==> config.mk <==
export PLATFORM = sky130hd
export DESIGN_NAME = cp0_ctrl
export DESIGN_NICKNAME = d
export VERILOG_FILES = /design/src/rtl/cp0_ctrl_pkg.sv /design/src/rtl/cp0_req_gen.sv /design/src/rtl/cp0_ctrl.sv
export SDC_FILE = /design/constraint.sdc
export NUM_CORES = 1
export LEC_CHECK = 0
export CAP_MARGIN = 20
export CORE_UTILIZATION = 45
export DETAILED_ROUTE_END_ITERATION = 12
export GPL_ROUTABILITY_DRIVEN = 0
export PLACE_DENSITY = 0.87
export REMOVE_ABC_BUFFERS = 1
export SLEW_MARGIN = 15
export SYNTH_ARGS = -nofsm -noshare
export SYNTH_HDL_FRONTEND = slang
export SYNTH_HIERARCHICAL = 1
export SYNTH_SLANG_ARGS = --single-unit
==> constraint.sdc <==
create_clock -name clk -period 5.8 [get_ports clk]
set_input_delay 0.58 -clock clk [delete_from_list [all_inputs] [get_ports clk]]
set_output_delay 0.58 -clock clk [all_outputs]
set_load 0.01 [all_outputs]
==> src/rtl/cp0_ctrl_pkg.sv <==
// Shared CP0 constants: register numbers, exception codes and SR/Cause field positions.
// Optional PRId register is enabled with the CP0_PRID_EN macro.
package cp0_ctrl_pkg;

  localparam logic [4:0] REG_SR    = 5'd12;
  localparam logic [4:0] REG_CAUSE = 5'd13;
  localparam logic [4:0] REG_EPC   = 5'd14;
  localparam logic [4:0] REG_PRID  = 5'd15;

  localparam logic [4:0] EXC_INT  = 5'd0;
  localparam logic [4:0] EXC_ADEL = 5'd4;
  localparam logic [4:0] EXC_ADES = 5'd5;
  localparam logic [4:0] EXC_SYS  = 5'd8;
  localparam logic [4:0] EXC_RI   = 5'd10;
  localparam logic [4:0] EXC_OV   = 5'd12;

  localparam logic [31:0] HANDLER_ADDR = 32'h0000_4180;

  localparam int SR_IE   = 0;
  localparam int SR_EXL  = 1;
  localparam int IM_LO   = 10;
  localparam int IM_HI   = 15;
  localparam int IP_LO   = 10;
  localparam int IP_HI   = 15;
  localparam int EXC_LO  = 2;
  localparam int EXC_HI  = 6;
  localparam int CAU_BD  = 31;

  function automatic logic [31:0] epc_of(
    input logic [31:0] pc,
    input logic        bd
  );
    logic [31:0] r;
    r = bd ? pc - 32'd4 : pc;
    return {r[31:2], 2'b00};
  endfunction

endpackage

==> src/rtl/cp0_req_gen.sv <==
// Combinational interrupt/exception request logic for CP0.
// Interrupts take priority over the M-stage exception code.
module cp0_req_gen
  import cp0_ctrl_pkg::*;
(
  input  logic       reset,
  input  logic [5:0] hw_int,
  input  logic [5:0] im,
  input  logic       ie,
  input  logic       exl,
  input  logic [4:0] exc_code,
  output logic       req,
  output logic [4:0] exc_next
);

  logic int_req;
  logic exc_req;

  always_comb begin
    int_req  = (|(hw_int & im)) & ie & ~exl;
    exc_req  = (exc_code != EXC_INT) & ~exl;
    req      = (int_req | exc_req) & ~reset;
    exc_next = int_req ? EXC_INT : exc_code;
  end

endmodule

==> src/rtl/cp0_ctrl.sv <==
// CP0 in the M stage: SR/Cause/EPC state, flush request, mfc0/mtc0/eret.
// Define CP0_PRID_EN to make register 15 read PRID_VAL.
module cp0_ctrl
  import cp0_ctrl_pkg::*;
#(
  parameter logic [31:0] PRID_VAL = 32'h2023_0007
) (
  input  logic        clk,
  input  logic        reset,
  input  logic [4:0]  A1,
  input  logic [4:0]  A2,
  input  logic [31:0] DIn,
  input  logic        WE,
  input  logic [31:0] PC,
  input  logic        isBD,
  input  logic [4:0]  ExcCode,
  input  logic        EXLClr,
  input  logic [5:0]  HWInt,
  output logic        req,
  output logic [31:0] EPCOut,
  output logic [31:0] DOut
);

  logic [5:0]  im_q, im_d;
  logic        exl_q, exl_d;
  logic        ie_q, ie_d;
  logic        bd_q, bd_d;
  logic [5:0]  ip_q, ip_d;
  logic [4:0]  exc_q, exc_d;
  logic [31:0] epc_q, epc_d;
  logic [4:0]  exc_next;
  logic [31:0] sr_rd;
  logic [31:0] cause_rd;
  logic [31:0] prid_rd;

  cp0_req_gen u_req_gen (
    .reset    (reset),
    .hw_int   (HWInt),
    .im       (im_q),
    .ie       (ie_q),
    .exl      (exl_q),
    .exc_code (ExcCode),
    .req      (req),
    .exc_next (exc_next)
  );

  always_comb begin
    im_d  = im_q;
    exl_d = exl_q;
    ie_d  = ie_q;
    bd_d  = bd_q;
    exc_d = exc_q;
    epc_d = epc_q;
    ip_d  = HWInt;
    if (req) begin
      exl_d = 1'b1;
      exc_d = exc_next;
      bd_d  = isBD;
      epc_d = epc_of(PC, isBD);
    end else begin
      if (WE && A2 == REG_SR) begin
        im_d  = DIn[IM_HI:IM_LO];
        exl_d = DIn[SR_EXL];
        ie_d  = DIn[SR_IE];
      end
      if (WE && A2 == REG_EPC) begin
        epc_d = DIn;
      end
      // eret overrides an EXL value written in the same cycle
      if (EXLClr) begin
        exl_d = 1'b0;
      end
    end
  end

  always_ff @(posedge clk) begin
    if (reset) begin
      im_q  <= '0;
      exl_q <= 1'b0;
      ie_q  <= 1'b0;
      bd_q  <= 1'b0;
      ip_q  <= '0;
      exc_q <= '0;
      epc_q <= '0;
    end else begin
      im_q  <= im_d;
      exl_q <= exl_d;
      ie_q  <= ie_d;
      bd_q  <= bd_d;
      ip_q  <= ip_d;
      exc_q <= exc_d;
      epc_q <= epc_d;
    end
  end

`ifdef CP0_PRID_EN
  assign prid_rd = PRID_VAL;
`else
  assign prid_rd = PRID_VAL & 32'h0;
`endif

  always_comb begin
    sr_rd = '0;
    sr_rd[IM_HI:IM_LO] = im_q;
    sr_rd[SR_EXL] = exl_q;
    sr_rd[SR_IE] = ie_q;
    cause_rd = '0;
    cause_rd[CAU_BD] = bd_q;
    cause_rd[IP_HI:IP_LO] = ip_q;
    cause_rd[EXC_HI:EXC_LO] = exc_q;
  end

  always_comb begin
    DOut = '0;
    unique case (1'b1)
      (A1 == REG_SR):    DOut = sr_rd;
      (A1 == REG_CAUSE): DOut = cause_rd;
      (A1 == REG_EPC):   DOut = epc_q;
      (A1 == REG_PRID):  DOut = prid_rd;
      default:           DOut = '0;
    endcase
  end

  assign EPCOut = epc_q;

endmodule

* Word-level counts from Yosys, hierarchy flattened
Index checks and enable logic that the tools add are counted.
Word-level totals: register bits 52, bits of input ports 90, output and inout bits 65
Operators by class: add/sub/neg operators 1, equality and inequality tests 5, muxes and demuxes 8, bitwise operators 9, reduce and logical (&&, ||, !) cells 8
Operators by type and width (number):
- two-way mux 32 bit | 3
- one-hot mux 32 bit (3 select lines) | 1
- subtractor 32 x 3 -> 32 bit (second input constant) | 1
- equality test 5 x 4 -> 1 bit (second input constant) | 5
- bitwise AND 6 bit | 1
- OR reduction 6 bit | 1
- two-way mux 5 bit | 1
- nonzero test 5 bit | 1
- bitwise AND 1 bit | 4
- two-way mux 1 bit | 3
- inverter 1 bit | 3
- nonzero test 3 bit | 1
- logical AND 1 bit | 2
- AND reduction 2 bit | 1
- nonzero test 2 bit | 1
- OR reduction 2 bit | 1
- OR 1 bit | 1

* Logic depth before layout (Yosys ltp)
Gate-level depths: netlist (run 1).
depth after elaboration 8, depth in mapped cells 8

* Hierarchy
Netlist (run 1), hierarchy kept.
By module, submodules not included:
- cp0_ctrl | times used 1, cells each 372, area an instance 3160.5 sq um
- cp0_req_gen | times used 1, cells each 13, area an instance 88.8 sq um

* Worst setup path before layout (run 1)
OpenSTA, ideal clock, no wires.
path type input port to flip-flop, from in ExcCode[3], to reg ie_q, data arrival time 2.409 ns, data required time 5.672 ns, path slack 3.263 ns, stages on the path 6, cells stage by stage or4_1 > o21bai_1 > a21oi_1 > nor4_2 > mux2i_1 > nor2_1
Between the ends: word-level cells in the longest chain between the ends 6
Ends and longest elaborated chain:
- start: declaration | line cp0_ctrl.sv:16 | input logic [4:0] ExcCode,
- nonzero test 5 bit | line cp0_req_gen.sv:21 | exc_req = (exc_code != EXC_INT) & ~exl;
- bitwise AND 1 bit | line cp0_req_gen.sv:21
- OR 1 bit | line cp0_req_gen.sv:22 | req = (int_req | exc_req) & ~reset;
- bitwise AND 1 bit | line cp0_req_gen.sv:22
- via req | line cp0_ctrl.sv:19 | output logic req,
- inverter 1 bit (no source line)
- AND reduction 2 bit (no source line)
- end signal: assignment | line cp0_ctrl.sv:88 | ie_q <= ie_d;
- end: declaration | line cp0_ctrl.sv:26 | logic ie_q, ie_d;
The timed path passes the listed nets, and every way through them passes these cells. A chain may end at the register's enable or synchronous reset.

* Final worst setup path (run 1)
from in A1[3], to out DOut[31]
Between the ends: word-level cells in the longest chain between the ends 2
Ends and longest elaborated chain:
- start: declaration | line cp0_ctrl.sv:10 | input logic [4:0] A1,
- equality test 5 x 4 -> 1 bit, on equally long branches | line cp0_ctrl.sv:118, cp0_ctrl.sv:116, cp0_ctrl.sv:117
- one-hot mux 32 bit (3 select lines) (*) | line cp0_ctrl.sv:115 | unique case (1'b1)
- end: declaration | line cp0_ctrl.sv:21 | output logic [31:0] DOut
Mark *: on every way between the ends. The rest lies on a longest branch, timed or not.

==> impl_metrics.py, run 1 <==
metrics = {
    "status": {
        "status": "finished, final reports clean",
    },
    "drt": {
        "routed_via_density": 5.77,
        "drc": 0,
        "final_antenna_net_count": 0,
        "wl_per_cell_um": 17.4,
        "dr.pass1.iters": 4,
        "wirelength_mm": 10.8,
        "via_count": 3569,
        "drt_iter0_markers": 166,
    },
    "setup_path": {
        "cp_slowest_cell": "nor2_1",
        "timing.rr.start": "im_q[1]$_SDFFE_PP0P_",
        "r2r_end": "im_q[4]$_SDFFE_PP0P_",
        "worstPathRequired_ns": 5.22,
        "cp.depth": 7,
        "start_kind": "input port",
        "cpLargestDelayFamily": "buffers and inverters",
        "critical_path_class": "input port to output port",
        "cp_max_fo": 18,
        "endpoint_kind": "output port",
        "max_stage_delay_ns": 0.63,
        "crit_buf_inv": 3,
        "r2r_slack_ns": 3.12,
        "critPathMostFrequentCell": "clkdlybuf4s50_1",
        "crit_chain": "clkdlybuf4s50_1, nand2_1, or3_1, nor2_1, buf_4, a22o_1, clkdlybuf4s50_1",
        "crit_arrival_ns": 3.25,
        "r2r_cells": 8,
    },
    "cts": {
        "clk_latency_ns": 0.31,
        "cts-htree-levels": 2,
        "clk_pin_slew_ns": 0.09,
        "cts.sinks": 52,
        "cts_root_buf": "clkbuf_8",
        "clk_path_buf_depth": 2,
        "postCtsHoldBufs": 0,
        "cts_resized": 0,
        "post_cts_buffers": 0,
        "cts_tree": "yes",
        "numCtsBuffers": 5,
    },
    "power": {
        "pwr-share-seq": 0.476,
        "p_int_uw": 591,
        "switching_share": 0.296,
        "vdd_drop_max_mv": 0.137,
        "p_total_uw": 840,
        "switchingPower_uw": 248,
        "power_density_nw_per_um2": 170,
        "pwr-share-comb": 0.266,
        "power.share.clock": 0.258,
        "power.leakage_uw": 0.00176,
    },
    "cells_and_area": {
        "fin_nets": 613,
        "antenna_cells_inserted": 0,
        "fill_cells": 557,
        "layout.cells.non_filler": 619,
        "final_common_cell": "clkdlybuf4s50_1",
        "area_growth_pct": 51.9,
        "final_cell_mix": "clkdlybuf4s50_1, dfxtp_1, a211oi_1, nor2_1, mux2i_1",
        "drive_above_1_share": 0.0554,
    },
    "global_routing": {
        "grt_pass1_wl_mm": 16.8,
        "grt_max_degree": 51,
        "overflow": 0,
        "grt_usage": 0.282,
        "grt_pass1_vias": 3460,
        "antenna_found_initial": 0,
    },
    "logic_synthesis": {
        "synth-edff-count": 0,
        "synth.avg_cell_area_um2": 8.44,
        "syn-cell-area_um2": 3250,
        "ys.flop_type": "dfxtp_1",
        "synth.distinct_cells": 53,
        "synth_warnings": 6,
        "syn_inst": 385,
        "ys_seq_area_frac": 0.320,
        "synth-async-reset-ratio": 0,
        "ys_ff_latch": 52,
    },
    "timing": {
        "finalSetupTns_ns": 0,
        "max-slew-margin-rel": 0.310,
        "rsz0062_at_grt": "no",
        "setup-violations-final": 0,
        "timing.fmax_mhz": 261,
        "finalHoldViolCount": 0,
        "slew_viol_final": 0,
        "clock_skew_ns": 0.0115,
        "period_share": 0.661,
        "max_slew.worst_pin.slew_ns": 1.03,
        "final.min_clock_period_ns": 3.83,
    },
    "placement": {
        "hpwlAfterDp_mm": 7.86,
        "place_inst": 610,
        "port-buffer-count": 152,
    },
    "floorplan": {
        "die_w_um": 87.0,
        "dieHeight_um": 87.0,
        "start_util": 0.473,
        "io_pins": 155,
        "dieArea_um2": 7560,
        "coreArea_um2": 6870,
        "num_rows": 30,
    },
    "worst_hold_path": {
        "holdCritStartpoint": "EPCOut[1]$_SDFFE_PP0P_",
        "holdPathEnd": "EPCOut[1]$_SDFFE_PP0P_",
        "min_path_cells": 2,
        "hp-class": "flip-flop to flip-flop",
    },
    "flow_run": {
        "maxCapViolCount": 0,
    },
}
## metrics by stage
step | instance area (µm²) | setup WS (ns) | utilization | hold WS (ns)
floorplan | 3140 | 0.362 | - | 0.461
global placement | 4840 | 1.98 | 0.704 | 0.462
detailed placement | 4840 | 1.98 | 0.704 | 0.476
CTS | 4930 | 2.01 | 0.717 | 0.490
global route | 4940 | 1.91 | 0.719 | 0.516
finish | 4940 | 1.97 | 0.719 | 0.489
## power by group through the flow
stage	combinational (µW)	clock (µW)	sequential (µW)
CTS	223	219	399
global placement	216	0	406
finish	224	217	399
floorplan	75.0	0	411
global route	240	236	403
detailed placement	222	0	407
## logic make-up (layout without fill, tap and decap cells)
kind of cell / Yosys count / after routing / synth area share
simple gates: 164 / 164 / 0.307
fa+ha+maj: 1 / 1 / 0.00385
flops: 52 / 52 / 0.320
mux: 25 / 25 / 0.0770
buf+inv: 34 / 172 / 0.0400
xor+xnor: 14 / 14 / 0.0377
compound gates: 95 / 95 / 0.214
## worst max path at each step
stage	start	endpoint	slack, ns
finish	A1[3]	DOut[31]	1.97
global route	HWInt[5]	req	1.91
CTS	HWInt[5]	req	2.01
detailed placement	A2[1]	EPCOut[26]$_SDFFE_PP0P_	1.98
global placement	A2[1]	EPCOut[26]$_SDFFE_PP0P_	1.98
floorplan	HWInt[5]	EPCOut[25]$_SDFFE_PP0P_	0.36
## flip-flops by register name, summed over array words and instances, names as in the netlist
register / flops
EPCOut: 32
bd_q: 1
exc_q: 5
exl_q: 1
ie_q: 1
im_q: 6
ip_q: 6
## layout make-up
cell class | count | area (µm²) | share of cell area
clock buffers | 5 | 68.8 | 0.0139
flip-flops and latches | 52 | 1040 | 0.211
inverters | 6 | 22.5 | 0.00456
repair buffers | 158 | 1560 | 0.316
multi-input cells | 299 | 2100 | 0.426
well taps | 96 | 120 | 0.0243
clock inverters | 3 | 23.8 | 0.00482
## tightest hold or removal path: stages (launching register included)
cell and delay, ns:
dfxtp_1 0.34, nand2_1 0.06, a21oi_1 0.05
## synthesized netlist by cell type (all sizes together), types with 2 or more instances
cell type	number	area (µm²)
nand2	23	86.3
a311oi	7	61.3
o21ai	14	70.1
xor2	9	78.8
a31oi	2	12.5
dfxtp	52	1040
or4	9	67.6
o211ai	3	22.5
nor4	8	92.6
and4	2	17.5
inv	5	18.8
or3	8	50.1
o31ai	7	52.6
nor2	26	97.6
nor2b	7	43.8
nand4b	3	26.3
a211oi	39	293
and3	24	150
a22oi	3	22.5
nor4b	2	32.5
nand4	5	46.3
nor3	7	35.0
a21oi	4	20.0
mux2i	25	250
xnor2	5	43.8
buf	3	13.8
clkbuf	25	93.8
a211o	2	17.5
a22o	6	52.6
nand3	11	55.1
and2	23	145
## routing by layer
layer  share of wire  track usage  wire [µm]  vias to the layer above
met1            0.43        0.354       4590                     1693
met3           0.055       0.0427        592                       14
met4           0.016       0.0894        173                        0
li1                -            -          -                     1734
met2            0.50        0.495       5400                      128
met5               0            0          0                        -
No activity file was read; power rests on OpenSTA's default activity.
==> run 2: changes to the inputs <==
--- a/config.mk
+++ b/config.mk
@@ -6,10 +6,10 @@
 export NUM_CORES = 1
 export LEC_CHECK = 0
 export CAP_MARGIN = 20
-export CORE_UTILIZATION = 45
+export CORE_UTILIZATION = 37
 export DETAILED_ROUTE_END_ITERATION = 12
 export GPL_ROUTABILITY_DRIVEN = 0
-export PLACE_DENSITY = 0.87
+export PLACE_DENSITY = 0.77
 export REMOVE_ABC_BUFFERS = 1
 export SLEW_MARGIN = 15
 export SYNTH_ARGS = -nofsm -noshare
==> constraint.sdc (replaced) <==
create_clock -name clk -period 3.2 [get_ports clk]
set_input_delay 0.32 -clock clk [delete_from_list [all_inputs] [get_ports clk]]
set_output_delay 0.32 -clock clk [all_outputs]
set_load 0.01 [all_outputs]
==> run 2 against run 1 <==
Net effect:
- design area up 1.3%
- power up 78%
- global-route usage down 5.0 points
- first-iteration DRC count up 30%
- critical path depth unchanged
- routed wire length up 0.73%
- non-clock buffer count up 9
- sequential cell count unchanged
- count of clock-buffer cells in the layout up 1
- setup slack worse by 1.5 ns
- core utilization down 12 points
- critical path type unchanged
- highest routed layer unchanged
==> impl_metrics.py, run 2 (same netlist as run 1, synthesis figures left out) <==
metrics = {
    "power": {
        "power.leakage_uw": 0.00181,
        "power.share.clock": 0.242,
        "pwr-share-comb": 0.275,
        "switchingPower_uw": 426,
        "power_density_nw_per_um2": 300,
        "vdd_drop_max_mv": 0.145,
        "pwr-share-seq": 0.483,
        "switching_share": 0.285,
        "p_int_uw": 1070,
    },
    "setup_path": {
        "cp_slowest_cell": "clkdlybuf4s50_1",
        "endpoint_kind": "output port",
        "critPathMostFrequentCell": "clkdlybuf4s50_1",
        "r2r_end": "EPCOut[25]$_SDFFE_PP0P_",
        "r2r_cells": 6,
        "timing.rr.start": "im_q[5]$_SDFFE_PP0P_",
        "r2r_slack_ns": 0.74,
        "crit_chain": "clkdlybuf4s50_1, nand2_1, or3_1, nor2_1, buf_4, and2_1, clkdlybuf4s50_1",
        "max_stage_delay_ns": 0.56,
        "cp_max_fo": 24,
        "crit_arrival_ns": 2.44,
        "worstPathRequired_ns": 2.88,
        "critical_path_class": "input port to output port",
        "start_kind": "input port",
    },
    "cells_and_area": {
        "final_cell_mix": "clkdlybuf4s50_1, dfxtp_1, a211oi_1, nor2_1, mux2i_1",
        "final_common_cell": "clkdlybuf4s50_1",
        "largest_reg_flops": 32,
        "drive_above_1_share": 0.0659,
        "area_growth_pct": 53.9,
        "fin_nets": 622,
        "antenna_cells_inserted": 0,
    },
    "flow_run": {
        "maxCapViolCount": 0,
    },
    "cts": {
        "postCtsHoldBufs": 0,
        "cts_resized": 0,
        "cts.sinks": 52,
        "cts-htree-levels": 2,
        "cts_tree": "yes",
        "clk_latency_ns": 0.30,
        "clk_pin_slew_ns": 0.09,
        "post_cts_buffers": 0,
        "numCtsBuffers": 5,
        "cts_root_buf": "clkbuf_8",
        "clk_path_buf_depth": 2,
    },
    "drt": {
        "drt_iter0_markers": 215,
        "final_antenna_net_count": 0,
        "wirelength_mm": 10.8,
        "drc": 0,
        "via_count": 3589,
        "routed_via_density": 5.64,
        "wl_per_cell_um": 17.0,
        "dr.pass1.iters": 5,
    },
    "timing": {
        "finalHoldViolCount": 0,
        "max-slew-margin-rel": 0.548,
        "timing.fmax_mhz": 362,
        "finalSetupTns_ns": 0,
        "clock_skew_ns": 0.00946,
        "max_slew.worst_pin.slew_ns": 0.675,
        "setup-violations-final": 0,
        "rsz0062_at_grt": "no",
        "worst_slack_ns": 0.437,
        "timing.hold.ws_ns": 0.483,
        "slew_viol_final": 0,
        "final.min_clock_period_ns": 2.76,
        "period_share": 0.864,
    },
    "global_routing": {
        "grt_usage": 0.232,
        "grt_pass1_wl_mm": 16.5,
        "antenna_found_initial": 0,
        "grt_max_degree": 50,
        "overflow": 0,
        "grt_pass1_vias": 3390,
    },
    "worst_hold_path": {
        "holdPathEnd": "EPCOut[1]$_SDFFE_PP0P_",
        "holdCritStartpoint": "EPCOut[1]$_SDFFE_PP0P_",
        "hp-class": "flip-flop to flip-flop",
        "min_path_cells": 2,
    },
    "placement": {
        "port-buffer-count": 152,
        "dp_slack_ns": 0.290,
        "hpwlAfterDp_mm": 8.05,
    },
    "floorplan": {
        "dieHeight_um": 95.7,
        "coreArea_um2": 8340,
        "dieArea_um2": 9160,
        "io_pins": 155,
        "start_util": 0.390,
        "num_rows": 33,
        "die_w_um": 95.7,
    },
    "status": {
        "status": "finished, final reports clean",
    },
}
run 2: worst max path at each step:
stage | from | endpoint | slack (ns)
3_5_place_dp | HWInt[0] | EPCOut[25]$_SDFFE_PP0P_ | 0.29
6_report | A1[3] | DOut[25] | 0.44
2_1_floorplan | im_q[5]$_SDFFE_PP0P_ | EPCOut[25]$_SDFFE_PP0P_ | -1.99
3_3_place_gp | HWInt[5] | EPCOut[25]$_SDFFE_PP0P_ | 0.33
4_1_cts | A1[3] | DOut[31] | 0.41
5_1_grt | A1[3] | DOut[31] | 0.29
run 2: worst max-delay path, delay by kind of cell:
family / cells / cell delay, ns
buffers and inverters: 3 / 1.28
AND/OR/NAND/NOR: 4 / 0.82
run 2: power groups by stage:
| stage | logic, µW | registers (µW) | clock network (µW) |
|---|---|---|---|
| 3_5_place_dp | 409 | 737 | 0 |
| 5_1_grt | 444 | 729 | 401 |
| 2_1_floorplan | 136 | 745 | 0 |
| 3_3_place_gp | 403 | 737 | 0 |
| 6_report | 412 | 723 | 363 |
| 4_1_cts | 411 | 723 | 367 |
run 2: metal layers:
layer / wire length (µm) / track usage / up-vias
met5: 0 / 0 / -
met4: 167 / 0.0647 / 0
met3: 683 / 0.0427 / 12
met2: 5280 / 0.396 / 149
met1: 4690 / 0.299 / 1676
li1: - / - / 1752
run 2: final cells by class:
class / count / area, µm²
timing repair buffer: 167 / 1630
clock buffer: 6 / 72.6
multi-input combinational: 299 / 2100
sequential: 52 / 1040
fill: 758 / 3340
clock inverter: 1 / 5.00
inverter: 6 / 22.5
tap: 105 / 131
run 2: metrics by stage:
stage	instances	utilization	instance area, µm²	total power (µW)
global placement	629	0.590	4920	1140
CTS	636	0.599	5000	1500
detailed placement	629	0.590	4920	1150
global route	636	0.599	5000	1570
floorplan	357	-	3140	881
finish	636	0.599	5000	1500
